===== config.mk =====
export PLATFORM = sky130hd
export DESIGN_NAME = cpuc_cond_resolve
export DESIGN_NICKNAME = d
export VERILOG_FILES = /design/src/rtl/cpuc_package.sv /design/src/rtl/cpuc_truth_decode.sv /design/src/rtl/cpuc_cond_resolve.sv
export SDC_FILE = /design/constraint.sdc
export NUM_CORES = 1
export LEC_CHECK = 0
export CAP_MARGIN = 20
export CORE_MARGIN = 4
export CORE_UTILIZATION = 46
export DETAILED_ROUTE_END_ITERATION = 12
export PLACE_DENSITY = 0.87
export SLEW_MARGIN = 20
export SYNTH_ARGS = -nofsm -noshare
export SYNTH_HDL_FRONTEND = slang
export SYNTH_HIERARCHICAL = 1
export SYNTH_SLANG_ARGS = --single-unit

===== constraint.sdc =====
create_clock -name Clk -period 2.7 [get_ports Clk]
set_input_delay 0.54 -clock Clk [delete_from_list [all_inputs] [get_ports Clk]]
set_output_delay 0.54 -clock Clk [all_outputs]
set_load 0.01 [all_outputs]

===== src/rtl/cpuc_package.sv =====
// Shared CPUC definitions: datapath widths, branch types and the truth-word encoding
// produced by the comparator.
package cpuc_package;

  localparam int DATA_WIDTH = 8;
  localparam int PC_WIDTH   = 8;

  typedef enum logic [1:0] {
    BR_NONE     = 2'd0,
    BR_IF_TRUE  = 2'd1,
    BR_IF_FALSE = 2'd2,
    BR_ALWAYS   = 2'd3
  } t_br_type;

  typedef enum logic [1:0] {
    IDLE    = 2'd0,
    RESOLVE = 2'd1,
    FLUSH   = 2'd2
  } t_resolve_state;

  // Comparator encodes booleans as a full word of ones or zeros.
  localparam logic [DATA_WIDTH-1:0] TRUE_WORD  = '1;
  localparam logic [DATA_WIDTH-1:0] FALSE_WORD = '0;

  function automatic logic br_take(input t_br_type t, input logic is_true, input logic is_false);
    return (t == BR_ALWAYS) || ((t == BR_IF_TRUE) && is_true) || ((t == BR_IF_FALSE) && is_false);
  endfunction

endpackage


===== src/rtl/cpuc_truth_decode.sv =====
// Decodes a CPUC truth word into true / false / malformed flags.
module cpuc_truth_decode #(
  parameter int W = 8
) (
  input  logic [W-1:0] word,
  output logic         is_true,
  output logic         is_false,
  output logic         malformed
);

  assign is_true   = &word;
  assign is_false  = ~|word;
  // A 1-bit word is always one or the other, so malformed is constant 0 there.
  assign malformed = ~(is_true | is_false);

endmodule


===== src/rtl/cpuc_cond_resolve.sv =====
// Resolves a branch from a comparator truth word; issues a PC redirect pulse and a
// flush window after taken branches, and counts taken branches with saturation.
module cpuc_cond_resolve
  import cpuc_package::*;
#(
  parameter int DATA_WIDTH   = cpuc_package::DATA_WIDTH,
  parameter int PC_WIDTH     = cpuc_package::PC_WIDTH,
  parameter int FLUSH_CYCLES = 2,
  parameter int CNT_WIDTH    = 16
) (
  input  logic                  Clk,
  input  logic                  Rst,
  input  logic                  cond_valid,
  output logic                  cond_ready,
  input  logic [DATA_WIDTH-1:0] cond_word,
  input  t_br_type              br_type,
  input  logic [PC_WIDTH-1:0]   br_target,
  output logic                  redirect_valid,
  output logic [PC_WIDTH-1:0]   redirect_pc,
  output logic                  flush,
  output logic                  taken,
  output logic                  cond_err,
  output logic [CNT_WIDTH-1:0]  taken_cnt
);

  localparam logic [3:0] FLUSH_INIT = 4'(FLUSH_CYCLES);

  t_resolve_state state;
  logic [3:0]     flush_left;
  logic           is_true;
  logic           is_false;
  logic           malformed;
  logic           take;
  logic           err;

  function automatic logic [CNT_WIDTH-1:0] sat_inc(input logic [CNT_WIDTH-1:0] v);
    return (&v) ? v : v + {{(CNT_WIDTH-1){1'b0}}, 1'b1};
  endfunction

  cpuc_truth_decode #(.W(DATA_WIDTH)) u_decode (
    .word      (cond_word),
    .is_true   (is_true),
    .is_false  (is_false),
    .malformed (malformed)
  );

  assign take       = br_take(br_type, is_true, is_false);
  assign err        = malformed && ((br_type == BR_IF_TRUE) || (br_type == BR_IF_FALSE));
  assign cond_ready = (state == IDLE) && !Rst;

  // Resolution is computed at the accept edge and registered, so the pulses are
  // visible throughout the single RESOLVE cycle.
  always_ff @(posedge Clk) begin
    if (Rst) begin
      state          <= IDLE;
      redirect_valid <= 1'b0;
      taken          <= 1'b0;
      flush          <= 1'b0;
      cond_err       <= 1'b0;
      redirect_pc    <= '0;
      taken_cnt      <= '0;
      flush_left     <= '0;
    end else begin
      redirect_valid <= 1'b0;
      taken          <= 1'b0;
      cond_err       <= 1'b0;
      case (state)
        IDLE: begin
          if (cond_valid) begin
            state    <= RESOLVE;
            cond_err <= err;
            if (take) begin
              redirect_valid <= 1'b1;
              taken          <= 1'b1;
              redirect_pc    <= br_target;
              taken_cnt      <= sat_inc(taken_cnt);
            end
          end
        end
        RESOLVE: begin
          if (taken) begin
            state      <= FLUSH;
            flush      <= 1'b1;
            flush_left <= FLUSH_INIT;
          end else begin
            state <= IDLE;
          end
        end
        FLUSH: begin
          if (flush_left == 4'd1) begin
            state      <= IDLE;
            flush      <= 1'b0;
            flush_left <= '0;
          end else begin
            flush_left <= flush_left - 4'd1;
          end
        end
        default: state <= IDLE;
      endcase
    end
  end

endmodule


# Yosys cells after proc, flatten, opt, wreduce, memory -nomap -nowiden
# Index checks and enable logic that the tools add are counted.
[word_totals]
regBits = 33
input_bits = 21
out_inout_bits = 29
elab_cells = 54
[classes]
addsub = 2
eq_ne = 9
n_mux = 11
n_bitwise = 5
reduce_logical = 20
[ops]
columns = ["cell", "count"]
rows = [
  ["16-bit by 1-bit adder with 16-bit output (second input constant)", 1],
  ["16-bit AND reduction", 1],
  ["4-bit 2-to-1 mux", 2],
  ["4-bit one-hot mux with 2 select lines", 1],
  ["8-bit AND reduction", 1],
  ["8-bit OR reduction", 1],
  ["2-bit equality test (second input constant)", 3],
  ["2-bit 2-to-1 mux", 3],
  ["2-bit inequality test (second input constant)", 3],
  ["2-bit one-hot mux with 3 select lines", 1],
  ["3-bit AND reduction", 2],
  ["2-bit by 1-bit equality test with 1-bit output (second input constant)", 2],
  ["4-bit by 1-bit equality test with 1-bit output (second input constant)", 1],
  ["1-bit logical AND", 4],
  ["1-bit NOT", 4],
  ["2-bit AND reduction", 2],
  ["4-bit AND reduction", 1],
  ["4-bit by 1-bit subtractor with 4-bit output (second input constant)", 1],
  ["1-bit logical OR", 3],
  ["1-bit 2-to-1 mux", 3],
  ["3-bit OR reduction", 1],
  ["1-bit zero test", 2],
  ["2-bit zero test", 1],
  ["1-bit one-hot mux with 2 select lines", 1],
  ["other kinds (2)", 2],
]

# Logic depth before layout (Yosys ltp)
# Gate-level depths: netlist of the first run.
[depth]
word_depth = 5
depth_mapped = 7
ltp_nobuf = 6

# Hierarchy
# Netlist of the first run, hierarchy kept.
[modules_own_cells]
columns = ["module", "n_inst", "cells_per_inst", "area_per_inst_um2", "seq_area_each_um2"]
rows = [
  ["cpuc_cond_resolve", 1, 190, 1607.8, 660.6],
  ["cpuc_truth_decode", 1, 7, 45.0, 0.0],
]

# Least setup slack after synthesis of the first run
# No wires, ideal clock.
[synth_path]
path_type = "input -> register"
start = "input cond_word[7]"
end = "register taken_cnt[11]"
arrival_time_ps = 2379
t_required_ps = 2579
path_slack_ps = 200
path_stages = 7
cell_sequence = "or4_1 -> nor2_2 -> a221o_1 -> nand4_1 -> clkbuf_1 -> nor4_1 -> mux2_2"
[synth_via]
elab_chain_cells = 5
elab_cells_between_ends = 8
classes_between = "reduce/logical (8)"
[synth_rtl]
columns = ["item", "line_no", "source"]
rows = [
  ["from (decl)", "cpuc_cond_resolve.sv:15", "input logic [DATA_WIDTH-1:0] cond_word,"],
  ["8-bit OR reduction", "cpuc_truth_decode.sv:12", "assign is_false = ~|word;"],
  ["1-bit zero test", "cpuc_truth_decode.sv:12", ""],
  ["via is_false", "cpuc_cond_resolve.sv:31", "logic is_false;"],
  ["1-bit logical AND", "cpuc_package.sv:26", "return (t == BR_ALWAYS) || ((t == BR_IF_TRUE) && is_true) || ((t == BR_IF_FALSE) && is_false);"],
  ["1-bit logical OR", "cpuc_package.sv:26", ""],
  ["4-bit AND reduction (no source line)", "--", ""],
  ["to (signal assigned)", "cpuc_cond_resolve.sv:76", "taken_cnt <= sat_inc(taken_cnt);"],
  ["to (decl)", "cpuc_cond_resolve.sv:23", "output logic [CNT_WIDTH-1:0] taken_cnt"],
]
# The timed path passes the listed nets, and every way through them passes these cells.
# A chain may end at the register's enable or synchronous reset.

# Worst setup path in the final report of the first run
[layout_path]
start = "input cond_word[7]"
end = "register taken_cnt[8]"
# The elaborated chain is that of the path after synthesis.

==> flow_summary_export.csv, run 1 <==
group,metric,value,unit
worst_setup_path,slowest_stage,"or4_1",
sta,fin_worst_skew,8.24,ps
clock_tree,htreeDepth,2,
place,place_congestion,0.825,
routing,routed_wl,3.74,mm
worst_setup_path,cp.arrival,2800,ps
worst_setup_path,reg2regPathDepth,4,
global_route,grt_pass1_wl,6.15,mm
clock_tree,cts_buffers,5,
clock_tree,clk-insertion-delay-late,340,ps
yosys,synth.distinct_cells,40,
sta,slew_violations,0,
floorplanning,fp.dieW,67.9,microns
floorplanning,floorplan.initialDensity,48.4,%
sta,rsz0062_at_grt,"no",
yosys,synthesis.instances,197,
sta,setup_viol,0,
floorplanning,die_y,67.9,microns
run_status,status,"completed",
sta,setup_tns,0,ps
yosys,synthesis.area,1650,sq um
layout,syn2layout_area_growth,40.0,%
worst_setup_path,critPathBufInv,1,
worst_setup_path,worst-path-stages,7,
worst_setup_path,worstPathCellList,"clkdlybuf4s50_1 > or4_1 > nor2_2 > a221o_1 > nand3_1 > nor4b_1 > mux2_2",
yosys,seq_area_frac_synth,40.0,%
place,pre_cts_slack,-213,ps
yosys,async_reset_ff_share,0,%
power,ir_drop,0.404,mV
layout,diodes,0,
worst_setup_path,end_kind,"flip-flop",
sta,period_needed,2570,ps
yosys,synth_edf_count,0,
routing,vias_per_cell,5.46,
place,hpwl,2.75,mm
worst_setup_path,critPathMaxFanout,8,
global_route,grtUsageTotal,17.4,%
floorplanning,die_area,4620,sq um
worst_setup_path,r2r_setup_slack,770,ps
clock_tree,clk_pin_slew,110,ps
min_path,holdPathEnd,"redirect_pc[4]",
layout,nets,278,
min_path,hold_depth,2,
floorplanning,core,3420,sq um
clock_tree,cts_hold_buffers,0,
sta,setup_ws,132,ps
sta,hold_violations,0,
sta,max_freq,389,MHz
worst_setup_path,slowest_delay,530,ps
routing,drt-pass1-iter-count,4,
sta,fin_crit_sh,95.1,%
routing,drt_iter0_markers,147,
power,leakage,0.759,nW
floorplanning,rows,21,
routing,drc,0,
global_route,grt_max_degree,37,
min_path,hp-start,"redirect_pc[4]",
clock_tree,cts_buffer_depth,2,
worst_setup_path,r2r_start,"taken_cnt[2]",
worst_setup_path,worstPathRequired,2940,ps
global_route,antenna_found_initial,0,
sta,relSlewSlack,51.6,%
worst_setup_path,crit_family,"simple AND/OR/NAND/NOR gates",
layout,drive_above_1_share,10.7,%
yosys,syn_area_per_cell,8.39,sq um
flow_run,cap_violations,0,
routing,ant_nets,0,
sta,hold_slack,458,ps
worst_setup_path,r2r_end,"taken_cnt[10]",
clock_tree,post_cts_resized,0,
routing,post_drt_wl_per_cell,12.5,microns
yosys,synth_flop_cell,"dfxtp_1",
global_route,grt_remaining_overflow,0,
power,power_density,455,nW/um^2
yosys,ys_ff_latch,33,
routing,vias,1626,
clock_tree,cts_setup_buffers,0,
place,placed_area,2210,sq um
yosys,yosysWarnings,6,
clock_tree,cts_tree,"yes",
worst_setup_path,setup.worst_path.class,"input port to flip-flop",
global_route,first_global_vias,1433,
place,port_buffers,49,
floorplanning,ios,50,
clock_tree,cts_root_buffer,"clkbuf_4",
yosys,syn_nets,224,
layout,design_area,2310,sq um
min_path,hp-class,"flip-flop to flip-flop",
sta,worst_pin_slew,721,ps
worst_setup_path,cp-start-kind,"input port",
clock_tree,cts_num_sinks,33,
## stage by stage
stage,instances,power (W),util (%)
after detailed placement,290,0.000602,64.8
after floorplan,197,0.000547,-
after global placement,290,0.000601,64.8
after CTS,298,0.00106,67.8
after global routing,298,0.00109,67.8
final,298,0.00105,67.8
## final cells by class
type / count / area [sq um]
clock buffer: 5 / 37.5
clock inverter: 3 / 65.1
fill: 279 / 1100
inverter: 10 / 37.5
multi-input combinational: 146 / 921
sequential: 33 / 661
tap: 46 / 57.6
timing repair buffer: 55 / 536
## worst reg2reg max path: cells and delay by family, from the launching register on
family | cells | cell delay [ps]
and+or+nand+nor | 3 | 960
muxes | 1 | 370
DFF | 1 | 500
## worst max-delay path by stage
| stage | from | to | slack (ps) |
|---|---|---|---|
| final | cond_word[7] | taken_cnt[8] | 130 |
| after floorplan | cond_word[7] | taken_cnt[11] | 200 |
| after global placement | cond_word[7] | taken_cnt[10] | -170 |
| after CTS | cond_word[7] | taken_cnt[8] | 150 |
| after global routing | cond_word[7] | taken_cnt[8] | 4 |
| after detailed placement | cond_word[7] | taken_cnt[8] | -210 |
## flip-flops by register name, indices dropped and copies added (netlist names)
signal and count:
flush 1, taken_cnt 16, taken 1, flush_left 4, state 2, cond_err 1
redirect_pc 8
## layer usage
| metal | routed length, microns | global-route usage (%) | part of all wire [%] |
|---|---|---|---|
| met5 | 0 | 0 | 0 |
| met4 | 56 | 5.96 | 1.5 |
| met3 | 213 | 4.60 | 5.7 |
| met2 | 1770 | 30.6 | 47 |
| met1 | 1700 | 20.3 | 45 |
## Yosys cell counts (3+ instances only)
master,number,area share (%)
nor2_1,10,2.3
nand3_1,4,1.2
nor2b_1,4,1.5
nor4b_1,3,1.6
o31ai_1,7,3.2
clkbuf_1,5,1.1
or4_1,8,3.6
or3_1,4,1.5
nand4_1,6,2.3
nand2_1,26,5.9
nor4_1,4,1.5
nor3_1,7,2.1
o21ai_0,6,1.8
dfxtp_1,33,40
inv_1,10,2.3
ha_1,6,4.5
a21oi_1,24,7.3
mux2_2,3,2.0
## power by group
part	internal [W]	switching, W
Sequential	0.000494	0.00000616
Clock	0.000287	0.000176
Combinational	0.0000527	0.0000375
Total	0.000834	0.000220
## cell families after synthesis
group,count (synthesis),synth area share (%)
AND/OR/NAND/NOR,91,32.2
AO/OA/AOI/OAI,46,16.9
flip-flops,33,40.0
buffers and inverters,18,4.32
adder cells (fa/ha/maj),6,4.54
multiplexers,3,2.04
## cells in the final DEF (no fill, tap or decap), drive strengths merged, types with 2 or more instances in the layout
cell,instances
a211oi,2
nor3b,2
o21ai,6
nand2,26
nand3,4
nor2b,4
nor4b,3
clkdlybuf4s50,49
or4,9
nor2,12
dfxtp,33
bufinv,2
inv,10
o31ai,7
clkbuf,5
mux2,3
buf,6
or2,2
ha,6
nor3,7
a21oi,24
nor4,6
nand3b,2
nand4,7
or3,5
Power figures use the tool's default switching activity.
==> inputs of run 2 (changes only) <==
- CELL_PAD_IN_SITES_DETAIL_PLACEMENT: not set -> 0
- CELL_PAD_IN_SITES_GLOBAL_PLACEMENT: not set -> 2
- CORE_UTILIZATION: 46 -> 26
- PLACE_DENSITY: 0.87 -> 0.86
==> run 2 against run 1 <==
Design area increased by 3.9%. Die area increased by 67%. Core utilization fell by 28 points. Wire length up 16%. Register-to-register slack worse by 20 ps. Global-route usage shrank 6.0 points. First-iteration DRC count fell by 18%.
==> flow_summary_export.csv, run 2 (synthesis gave the netlist of run 1 again) <==
group,metric,value,unit
run_status,status,"completed",
layout,largestRegisters,"taken_cnt (16), redirect_pc (8), flush_left (4)",
worst_setup_path,end_kind,"flip-flop",
sta,worst_pin_slew,779,ps
layout,drive_above_1_share,11.8,%
worst_setup_path,cp-start-kind,"input port",
sta,fin_worst_skew,7.46,ps
routing,drt-pass1-iter-count,4,
worst_setup_path,setup.worst_path.class,"input port to flip-flop",
worst_setup_path,critPathMaxFanout,6,
layout,syn2layout_area_growth,45.5,%
flow_run,cap_violations,0,
sta,setup_ws,81.1,ps
global_route,antenna_found_initial,0,
clock_tree,cts_buffers,5,
global_route,grt_remaining_overflow,0,
sta,setup_tns,0,ps
layout,nets,281,
sta,hold_violations,0,
layout,fillers,626,
clock_tree,cts_num_sinks,33,
place,place_congestion,0.711,
layout,postLayoutCoreUtil,39.7,%
clock_tree,cts_hold_buffers,0,
sta,rsz0062_at_grt,"yes",
layout,diodes,0,
floorplanning,rows,28,
worst_setup_path,cp.arrival,2800,ps
power,leakage,0.784,nW
floorplanning,die_area,7700,sq um
layout,largest_reg_flops,16,
place,hpwl,3.12,mm
routing,drc,0,
clock_tree,post_cts_resized,0,
power,power_density,483,nW/um^2
worst_setup_path,worstPathRequired,2880,ps
clock_tree,cts_root_buffer,"clkbuf_8",
floorplanning,floorplan.initialDensity,27.3,%
floorplanning,core,6060,sq um
layout,final_cell_mix,"49 x clkdlybuf4s50_1, 33 x dfxtp_1, 26 x nand2_1",
sta,period_needed,2620,ps
routing,drt_iter0_markers,120,
sta,relSlewSlack,47.7,%
routing,vias_per_cell,4.86,
clock_tree,cts_setup_buffers,0,
global_route,grt_pass1_wl,6.79,mm
clock_tree,clk_pin_slew,80,ps
routing,ant_nets,0,
power,ir_drop,0.182,mV
min_path,hp-class,"flip-flop to flip-flop",
global_route,grtUsageTotal,11.4,%
floorplanning,fp.dieW,87.7,microns
clock_tree,cts_tree,"yes",
layout,final_common_cell,"clkdlybuf4s50_1",
layout,largest-register,"taken_cnt",
place,port_buffers,49,
routing,routed_wl,4.33,mm
routing,vias,1605,
floorplanning,ios,50,
clock_tree,clk-insertion-delay-late,290,ps
global_route,grt_max_degree,37,
floorplanning,die_y,87.7,microns
sta,max_freq,382,MHz
clock_tree,cts_buffer_depth,2,
sta,slew_violations,0,
routing,post_drt_wl_per_cell,13.1,microns
clock_tree,htreeDepth,2,
place,pre_cts_slack,-262,ps
sta,fin_crit_sh,97.0,%
global_route,first_global_vias,1368,
sta,setup_viol,0,
## run 2: routing by layer
metal / GRT usage [%] / vias to the layer above / part of all wire, %
met3: 3.48 / 4 / 5.9
met4: 5.86 / 0 / 1.1
li1: - / 841 / -
met5: 0 / - / 0
met1: 15.5 / 715 / 50
met2: 16.2 / 45 / 43
## run 2: worst paths after layout
| kind | startpoint | endpoint | slack, ps | depth (start not counted) |
|---|---|---|---|---|
| worst max-delay path | cond_word[1] | taken_cnt[10] | 80 | 7 |
| worst min-delay path | redirect_pc[6] | redirect_pc[6] | 460 | 2 |
| worst max register to register | taken_cnt[0] | taken_cnt[3] | 750 | 5 |
| worst min register to register | redirect_pc[6] | redirect_pc[6] | 460 | 2 |
## run 2: worst max-delay path, cell delays in order
cell and delay, ps:
clkdlybuf4s50_1 420, or4_4 530, nor2_2 160, a221o_1 200
nand3_1 190, nor4b_1 390, mux2_2 380
## run 2: cell type report
class / instances / area (sq um) / area share (%)
Multi-Input combinational cell: 146 / 921 / 38.3
Sequential cell: 33 / 661 / 27.5
Timing Repair Buffer: 58 / 558 / 23.2
Tap cell: 75 / 93.8 / 3.90
Clock buffer: 5 / 68.8 / 2.86
Clock inverter: 3 / 65.1 / 2.71
Inverter: 10 / 37.5 / 1.56
## run 2: through the flow
| step | instance area (sq um) | power [W] | hold slack, ps | std cells |
|---|---|---|---|---|
| floorplan | 1650 | 0.000547 | 450 | 197 |
| global placement | 2260 | 0.000606 | 442 | 321 |
| detailed placement | 2260 | 0.000606 | 448 | 321 |
| CTS | 2400 | 0.00118 | 458 | 329 |
| global route | 2400 | 0.00121 | 486 | 330 |
| finish | 2400 | 0.00116 | 456 | 330 |
## run 2: where the power goes
group	total [W]	switching (W)	internal, W
Sequential	0.000501	0.00000638	0.000494
Clock	0.000567	0.000200	0.000367
Combinational	0.0000945	0.0000395	0.0000549
Total	0.00116	0.000246	0.000916
==> inputs of run 3 (changes only) <==
- CORE_MARGIN: 4 -> not set
==> run 3 against run 2 <==
Final cell count increased by 0.30%. Largest cell class unchanged. Critical path depth increased by 1. Combinational power decreased by 1%. Clock skew decreased by 3.6 ps. Flip-flop and latch count unchanged. Core utilization increased by 0.42 points.
==> flow_summary_export.csv, run 3 (synthesis gave the netlist of run 1 again) <==
group,metric,value,unit
run_status,status,"completed",
worst_setup_path,setup.worst_path.class,"input port to flip-flop",
routing,vias,1623,
min_path,hold_depth,2,
worst_setup_path,reg2regPathDepth,5,
worst_setup_path,cp.arrival,2770,ps
worst_setup_path,worstPathCellList,"clkdlybuf4s50_1 > or4_1 > nor2_2 > a221o_1 > nand4_1 > buf_6 > or4_1 > a21oi_1",
layout,syn2layout_area_growth,46.2,%
layout,final_common_cell,"clkdlybuf4s50_1",
layout,drive_above_1_share,12.1,%
sta,period_needed,2550,ps
sta,hold_violations,0,
routing,drt_iter0_markers,113,
power,power_density,479,nW/um^2
layout,design_area,2420,sq um
routing,ant_nets,0,
layout,diodes,0,
floorplanning,floorplan.initialDensity,27.4,%
worst_setup_path,slowest_stage,"or4_1",
sta,worst_pin_slew,765,ps
routing,post_drt_wl_per_cell,12.6,microns
floorplanning,die_area,6680,sq um
worst_setup_path,end_kind,"flip-flop",
floorplanning,rows,28,
clock_tree,clk-insertion-delay-late,290,ps
place,pre_cts_slack,-161,ps
floorplanning,fp.dieW,81.7,microns
global_route,grt_max_degree,37,
worst_setup_path,r2r_end,"taken_cnt[1]",
layout,largest_reg_flops,16,
sta,fin_crit_sh,94.3,%
sta,fin_worst_skew,3.89,ps
sta,hold_slack,456,ps
worst_setup_path,worstPathRequired,2920,ps
place,port_buffers,49,
clock_tree,clk_pin_slew,70,ps
min_path,holdPathEnd,"redirect_pc[5]",
worst_setup_path,r2r_start,"taken_cnt[0]",
global_route,grt_pass1_wl,6.82,mm
clock_tree,cts_buffers,5,
global_route,grt_remaining_overflow,0,
layout,largest-register,"taken_cnt",
sta,setup_ws,154,ps
worst_setup_path,r2r_setup_slack,740,ps
floorplanning,ios,50,
global_route,antenna_found_initial,0,
min_path,hp-start,"redirect_pc[5]",
routing,vias_per_cell,4.90,
power,ir_drop,0.218,mV
worst_setup_path,critPathMaxFanout,10,
global_route,first_global_vias,1406,
clock_tree,cts_num_sinks,33,
worst_setup_path,slowest_delay,530,ps
sta,rsz0062_at_grt,"no",
routing,routed_wl,4.17,mm
clock_tree,cts_root_buffer,"clkbuf_8",
clock_tree,cts_buffer_depth,2,
worst_setup_path,crit_top_cell,"or4_1",
layout,fillers,616,
routing,drt-pass1-iter-count,4,
place,placed_area,2280,sq um
floorplanning,core,6030,sq um
worst_setup_path,cp-start-kind,"input port",
place,place_congestion,0.745,
sta,setup_tns,0,ps
clock_tree,htreeDepth,2,
flow_run,cap_violations,0,
layout,nets,282,
sta,relSlewSlack,48.6,%
place,hpwl,2.96,mm
sta,max_freq,393,MHz
layout,largestRegisters,"taken_cnt (16), redirect_pc (8), flush_left (4)",
min_path,hp-class,"flip-flop to flip-flop",
sta,setup_viol,0,
global_route,grtUsageTotal,13.4,%
power,leakage,0.790,nW
clock_tree,cts_tree,"yes",
layout,final_cell_mix,"49 x clkdlybuf4s50_1, 33 x dfxtp_1, 26 x nand2_1",
sta,slew_violations,0,
floorplanning,die_y,81.7,microns
routing,drc,0,
## run 3: layout make-up
| class | instances | area [sq um] | share of cell area, % |
|---|---|---|---|
| clock buffers | 5 | 68.8 | 2.85 |
| clock inverters | 3 | 65.1 | 2.69 |
| inverters | 10 | 37.5 | 1.55 |
| multi-input cells | 146 | 921 | 38.1 |
| flip-flops and latches | 33 | 661 | 27.3 |
| well taps | 75 | 93.8 | 3.88 |
| repair buffers | 59 | 569 | 23.6 |
## run 3: power by group
group	internal [W]	leakage, nW	switching (W)
Sequential	0.000494	0.267	0.00000628
Clock	0.000367	0.0681	0.000196
Combinational	0.0000542	0.455	0.0000391
## run 3: per-layer routing
layer  wire length (microns)  share of wire (%)  GRT usage, %
met1                    2060                 49          18.5
met2                    1880                 45          19.6
met3                     172                4.1          3.78
met4                      49                1.2          5.26
met5                       0                  0             0
## run 3: stage by stage
step,power [W],utilization [%],std cells
after global placement,0.000606,37.8,323
after CTS,0.00117,40.0,331
after global routing,0.00121,40.1,331
after floorplan,0.000547,-,197
after detailed placement,0.000606,37.8,323
final,0.00116,40.1,331
## run 3: what timing repair did
action                     in CTS  in global routing
gates resized for setup         0                  1
setup buffers                   0                  0
setup endpoints to repair       0                  2
hold buffers                    0                  0
## run 3: how the worst max path moves through the flow
stage / startpoint / to / slack [ps] / cells after the start
final: cond_word[7] / taken_cnt[7] / 150 / 8
after global routing: cond_word[7] / taken_cnt[13] / 2 / 8
after CTS: cond_word[1] / taken_cnt[5] / 150 / 8
after detailed placement: cond_word[1] / taken_cnt[5] / -160 / 8
after global placement: cond_word[7] / taken_cnt[8] / -150 / 7
after floorplan: cond_word[7] / taken_cnt[11] / 200 / 7
## run 3: worst max-delay path: cells and delay by family
kind | cells | cell delay [ps]
and+or+nand+nor | 4 | 1310
buffers and inverters | 2 | 590
AOI/OAI and AO/OA | 2 | 330
